==> src/rtl/prog_counter_pkg.sv <==
// Shared definitions for the program counter: default widths, FSM state
// encoding and the PC word type.
package prog_counter_pkg;

    localparam int unsigned D_DEFAULT  = 12;
    localparam int unsigned OW_DEFAULT = 8;

    typedef enum logic [1:0] {
        ST_IDLE   = 2'd0,
        ST_RUN    = 2'd1,
        ST_HALTED = 2'd2
    } state_t;

    typedef logic [D_DEFAULT-1:0] pc_t;

endpackage

==> src/rtl/prog_counter_next_sel.sv <==
// Combinational next-PC selection while running: Ret > Jump_abs > Br_rel > increment.
// Also exposes PC+1 so the top can capture the return address.
module pc_next_sel
    import prog_counter_pkg::*;
#(
    parameter int unsigned D  = D_DEFAULT,
    parameter int unsigned OW = OW_DEFAULT
) (
    input  logic [D-1:0]  pc,
    input  logic [D-1:0]  target,
    input  logic [D-1:0]  link,
    input  logic [OW-1:0] offset,
    input  logic          sel_ret,
    input  logic          sel_jump,
    input  logic          sel_br,
    output logic [D-1:0]  next_pc_c,
    output logic [D-1:0]  pc_inc_c
);

    logic [D-1:0] offset_ext;
    logic [D-1:0] pc_br;

    // Two's-complement offset widened to PC width; sums wrap modulo 2^D.
    assign offset_ext = D'($signed(offset));
    assign pc_br      = pc + offset_ext;
    assign pc_inc_c   = pc + D'(1);

    always_comb begin
        next_pc_c = pc_inc_c;
        if (sel_ret) begin
            next_pc_c = link;
        end else if (sel_jump) begin
            next_pc_c = target;
        end else if (sel_br) begin
            next_pc_c = pc_br;
        end
    end

endmodule

==> src/rtl/prog_counter.sv <==
// Program counter with IDLE/RUN/HALTED control, stall, absolute jump with
// optional link, return and relative branch.
module prog_counter
    import prog_counter_pkg::*;
#(
    parameter int unsigned D  = D_DEFAULT,
    parameter int unsigned OW = OW_DEFAULT
) (
    input  logic          Clk,
    input  logic          Reset,
    input  logic          Start,
    input  logic          Halt,
    input  logic          Stall,
    input  logic          Jump_abs,
    input  logic [D-1:0]  Target,
    input  logic          Link_en,
    input  logic          Ret,
    input  logic          Br_rel,
    input  logic [OW-1:0] Offset,
    output logic [D-1:0]  PC,
    output logic          Running,
    output logic          Done
);

    state_t       state_q, state_d;
    logic [D-1:0] pc_q, pc_d;
    logic [D-1:0] link_q, link_d;
    logic         running_q, running_d;
    logic         done_q, done_d;
    logic [D-1:0] next_pc_c;
    logic [D-1:0] pc_inc_c;

    pc_next_sel #(
        .D  (D),
        .OW (OW)
    ) u_next_sel (
        .pc        (pc_q),
        .target    (Target),
        .link      (link_q),
        .offset    (Offset),
        .sel_ret   (Ret),
        .sel_jump  (Jump_abs),
        .sel_br    (Br_rel),
        .next_pc_c (next_pc_c),
        .pc_inc_c  (pc_inc_c)
    );

    // State, PC and link registers; reset overrides every input.
    always_ff @(posedge Clk) begin
        if (Reset) begin
            state_q   <= ST_IDLE;
            pc_q      <= '0;
            link_q    <= '0;
            running_q <= 1'b0;
            done_q    <= 1'b0;
        end else begin
            state_q   <= state_d;
            pc_q      <= pc_d;
            link_q    <= link_d;
            running_q <= running_d;
            done_q    <= done_d;
        end
    end

    always_comb begin
        state_d = state_q;
        pc_d    = pc_q;
        link_d  = link_q;

        case (state_q)
            ST_IDLE: begin
                pc_d = '0;
                if (Start) begin
                    state_d = ST_RUN;
                end
            end
            ST_RUN: begin
                if (Halt) begin
                    state_d = ST_HALTED;
                end else if (!Stall) begin
                    pc_d = next_pc_c;
                    // Link is captured only when the jump is the taken action.
                    if (!Ret && Jump_abs && Link_en) begin
                        link_d = pc_inc_c;
                    end
                end
            end
            ST_HALTED: begin
                if (Start) begin
                    state_d = ST_RUN;
                    pc_d    = '0;
                end
            end
            default: begin
                state_d = ST_IDLE;
                pc_d    = '0;
            end
        endcase

        running_d = (state_d == ST_RUN);
        done_d    = (state_d == ST_HALTED);
    end

    assign PC      = pc_q;
    assign Running = running_q;
    assign Done    = done_q;

endmodule

==> config.mk <==
export PLATFORM = sky130hd
export DESIGN_NAME = prog_counter
export DESIGN_NICKNAME = d
export VERILOG_FILES = /design/src/rtl/prog_counter_pkg.sv /design/src/rtl/prog_counter_next_sel.sv /design/src/rtl/prog_counter.sv
export SDC_FILE = /design/constraint.sdc
export NUM_CORES = 1
export LEC_CHECK = 0
export CORE_MARGIN = 3
export CORE_UTILIZATION = 50
export CTS_BUF_LIST = sky130_fd_sc_hd__clkbuf_4
export DETAILED_ROUTE_END_ITERATION = 8
export GPL_TIMING_DRIVEN = 0
export PLACE_DENSITY_LB_ADDON = 0.1
export RECOVER_POWER = 25
export SYNTH_ARGS = -nofsm -noshare
export SYNTH_HDL_FRONTEND = slang
export SYNTH_HIERARCHICAL = 1
export SYNTH_SLANG_ARGS = --single-unit
export TNS_END_PERCENT = 10
==> constraint.sdc <==
create_clock -name Clk -period 2.1 [get_ports Clk]
set_clock_uncertainty 0.2 [all_clocks]
set_input_delay 0.42 -clock Clk [delete_from_list [all_inputs] [get_ports Clk]]
set_output_delay 0.42 -clock Clk [all_outputs]
set_load 0.01 [all_outputs]
==> impl_summary.txt <==
----------------------------------------------------
[Outcome]
  Outcome ... finished, violations left
  Failing checks ... setup timing

[Power and ir drop]
  Design internal power ... 902 uW
  Power Total ... 1260 uW
  Reg power frac ... 44.2%
  Switching power ... 357 uW
  Leak Pwr ... 0.00116 uW
  Relative contribution of the clock network to total power ... 29.6%
  Switching Share ... 28.4%
  Power Density ... 407 nW/um^2
  Maximum ir drop on the vdd rail ... 0.000348 V
  Comb power frac ... 26.2%

[Critical path]
  Required time at the endpoint of the critical path ... 2.16 ns
  Sequence of cells on the critical path ... ha_4 > inv_2 > fa_2 > nor2b_4 > o31a_1 > buf_4 > o31ai_4 > mux2i_1 > o21ai_1 > nand2_1 > mux2i_1
  Crit path DAT ... 2.36 ns
  Critical path class ... register to register
  Setup crit start kind ... register
  CP max-delay cell ... sky130_fd_sc_hd__dfxtp_4
  Peak per-stage delay on the critical path ... 0.39 ns
  Critical path peak fanout ... 3
  Capturing element type of the critical path ... register
  Register-to-register setup slack ... -0.21 ns
  Cell seen most often among critical-path stages ... sky130_fd_sc_hd__mux2i_1

[Routing]
  # DRC ... 0
  Per-cell via count in the routed design ... 5.85
  Post-route ant nets ... 0
  Detailed-router iteration count before antenna repair ... 7
  Sum of routed wire length over all layers ... 6.42 mm
  Violation count after the first detailed-routing iteration ... 119
  Routed length per instance ... 16.5 um
  Via Count ... 2276

[Floorplanning]
  I/O pin count ... 43
  Die Width ... 75.1 um
  Core area ... 4470 sq um
  Total die area ... 5650 sq um
  Standard-cell rows ... 24
  Die height ... 75.1 um
  Starting density of the core ... 53.4%

[Final layout]
  Number of non-filler instances in the completed layout ... 389
  Proportion of layout cells with a drive suffix above 1 ... 17.2%
  Antenna cells ... 0
  Area added between synthesis and finish ... 29.4%
  Nets ... 380
  Area taken by multi-input logic gates ... 1830 sq um
  Reg area ... 577 sq um
  Count of fill cells added during filler insertion ... 386

[Synthesis]
  Synth async-reset ratio ... 0%
  Synth cell types ... 66
  Synthesized area divided by synthesized cell count ... 8.36 sq um
  Post-synthesis cell area ... 2390 sq um
  Synthesized Nets ... 328
  Syn Inst Count ... 286
  Most common flop cell mapped by yosys ... sky130_fd_sc_hd__dfxtp_1
  Cell taking the most area after synthesis ... sky130_fd_sc_hd__dfxtp_1
  Sequential share of the synthesized area ... 23.5%
  Ys Warns ... 6
  Post-synth EDFFs ... 0
  Biggest area contributors in the synthesized netlist ... sky130_fd_sc_hd__dfxtp_1 23%, sky130_fd_sc_hd__mux2i_1 11%, sky130_fd_sc_hd__nand2b_1 9.4%, sky130_fd_sc_hd__ha_1 6.3%, sky130_fd_sc_hd__nand2_1 4.9%
  Yosys top cell area share ... 23.5%
  Total of flip-flops plus latches after synthesis ... 28

[Placement]
  Count of buffers from port buffering ... 42
  Total placed cells including tap cells ... 380
  Post-DP HPWL ... 4.73 mm
  Global placer's final weighted congestion ... 0.856

[Global route]
  First-pass GRT wire length ... 10.2 mm
  Total track usage ... 23.8%
  Number of antenna violations at the first check in global routing ... 0
  Pin count of the biggest net entering global routing ... 17
  Via count of the first global-routing pass ... 2154
  Total global routing overflow ... 0

[Timing]
  Part of the cycle the worst path needs ... 110%
  Final worst path period need ... 2.31 ns
  Least setup slack across all paths after layout ... -0.206 ns
  Setup-failing EPs final ... 7
  Worst slew margin ... 65.8%
  Unrepaired setup endpoints after global routing ... yes
  Worst Tran Pin Value ... 0.513 ns
  Number of slew-limit violations in the final report ... 0
  Final hold viol count ... 0
  Smallest hold slack ... 0.286 ns
  TNS Setup ... -0.945 ns
  Max frequency ... 0.434 GHz

[Clock network]
  Post-cts hold buffer count ... 0
  Cts bufs inserted ... 3
  Clock latency on the worst-skew pair ... 0.35 ns
  Clock tree from TritonCTS ... done
  Clock slew at reported path FFs ... 0.17 ns
  H-tree depth reported by CTS ... 1
  Root Driver ... sky130_fd_sc_hd__clkbuf_4
  Number of buffers on the longest clock path ... 2
  Clock Sink Count ... 28

[Hold path]
  Class of the tightest hold or removal check ... register to register

[Job]
  Reported max-cap violation count ... 0

----------------------------------------------------
[path summary, 6_finish.rpt]
path                     end       start  cells past startpoint
setup reg to reg      PC[10]       PC[0]                     11
hold / removal    link_q[11]  link_q[11]                      2
hold reg to reg   link_q[11]  link_q[11]                      2
setup / recovery      PC[10]       PC[0]                     11
[cell usage after synthesis (2+ instances only)]
cell	instances
sky130_fd_sc_hd__nand3_1	5
sky130_fd_sc_hd__a211oi_1	4
sky130_fd_sc_hd__o21ai_0	7
sky130_fd_sc_hd__nor2_1	14
sky130_fd_sc_hd__xor2_1	6
sky130_fd_sc_hd__o31ai_1	2
sky130_fd_sc_hd__o211ai_1	3
sky130_fd_sc_hd__and4_1	2
sky130_fd_sc_hd__nand2b_1	36
sky130_fd_sc_hd__a21oi_1	8
sky130_fd_sc_hd__buf_2	3
sky130_fd_sc_hd__a21boi_0	2
sky130_fd_sc_hd__nor2b_1	2
sky130_fd_sc_hd__nor4b_1	2
sky130_fd_sc_hd__o21a_1	2
sky130_fd_sc_hd__nand2_1	31
sky130_fd_sc_hd__o22ai_1	3
sky130_fd_sc_hd__clkbuf_1	5
sky130_fd_sc_hd__dfxtp_1	28
sky130_fd_sc_hd__mux2i_1	26
sky130_fd_sc_hd__o21ai_1	6
sky130_fd_sc_hd__ha_1	12
sky130_fd_sc_hd__a31oi_1	2
sky130_fd_sc_hd__and3_1	5
sky130_fd_sc_hd__inv_1	10
sky130_fd_sc_hd__o221a_2	2
sky130_fd_sc_hd__a221oi_1	2
sky130_fd_sc_hd__nor3_1	5
sky130_fd_sc_hd__o21bai_1	3
sky130_fd_sc_hd__xnor2_1	6
sky130_fd_sc_hd__a21o_1	4
sky130_fd_sc_hd__nand3b_1	4
[layout make-up]
cell class / instances / share of cell area, %
buffer: 11 / 2.18
multi-input combinational: 236 / 59.3
clock inverter: 1 / 0.971
timing repair buffer: 47 / 14.7
clock buffer: 3 / 0.728
inverter: 11 / 1.33
tap: 52 / 2.10
sequential: 28 / 18.6
[metrics by stage]
stage               utilization (%)  setup WS, ns  cell area, sq um
CTS                            68.2        -0.176              3050
global route                   69.1        -0.305              3090
detailed placement             64.6        -0.691              2890
global placement               64.6        -0.679              2890
finish                         69.1        -0.206              3090
floorplan                         -       -0.0171              2400
[worst max-delay path: cells and delay by family, from the launching register on]
family / cells / cell delay [ns]
AND/OR/NAND/NOR: 2 / 0.12
multiplexers: 2 / 0.28
buffers and inverters: 2 / 0.21
AO/OA/AOI/OAI: 3 / 0.62
flip-flops: 1 / 0.39
adder cells (fa/ha/maj): 2 / 0.38
[power by group through the flow]
stage	sequential [uW]	combinational (uW)	clock, uW
global placement	568	304	0
finish	556	330	373
detailed placement	568	306	0
global route	558	357	395
CTS	556	323	379
floorplan	567	186	0
[what timing repair did]
| action | in CTS | in global routing |
|---|---|---|
| setup endpoints to repair | 14 | 16 |
| pin swaps | 11 | 3 |
| resized for setup | 25 | 8 |
| buffers inserted | 3 | 2 |
[metal layers]
layer  global-route usage, %  part of all wire, %  up-vias
li1                        -                    -     1133
met1                    31.9                   46     1066
met2                    39.1                   47       67
met3                    3.87                  5.3       10
met4                    7.77                  1.7        0
met5                       0                    0        -
[cells in the final DEF (no fill, tap or decap), drive strengths merged, types with 4 or more instances in the layout]
cell type,count
mux2i,26
and3,5
nor2,14
nand3,5
inv,11
a211oi,5
o21ai,15
nand2,31
clkbuf,8
xor2,7
xnor2,6
a21o,4
clkdlybuf4s50,36
dlygate4sd2,4
nand2b,37
nand3b,4
nor3,5
ha,12
buf,11
a21oi,9
o211ai,4
dfxtp,28
[logic make-up after synthesis]
kind of cell	synth area share, %
mux	11.4
flops	23.5
fa+ha+maj	7.12
xor+xnor	5.08
buf+inv	4.55
compound gates	20.3
simple gates	28.2
[registers in the layout, indices dropped and copies added (netlist names)]
signal	flops
Done	1
Running	1
state_q	2
link_q	12
PC	12
Power figures use the tool's default switching activity.
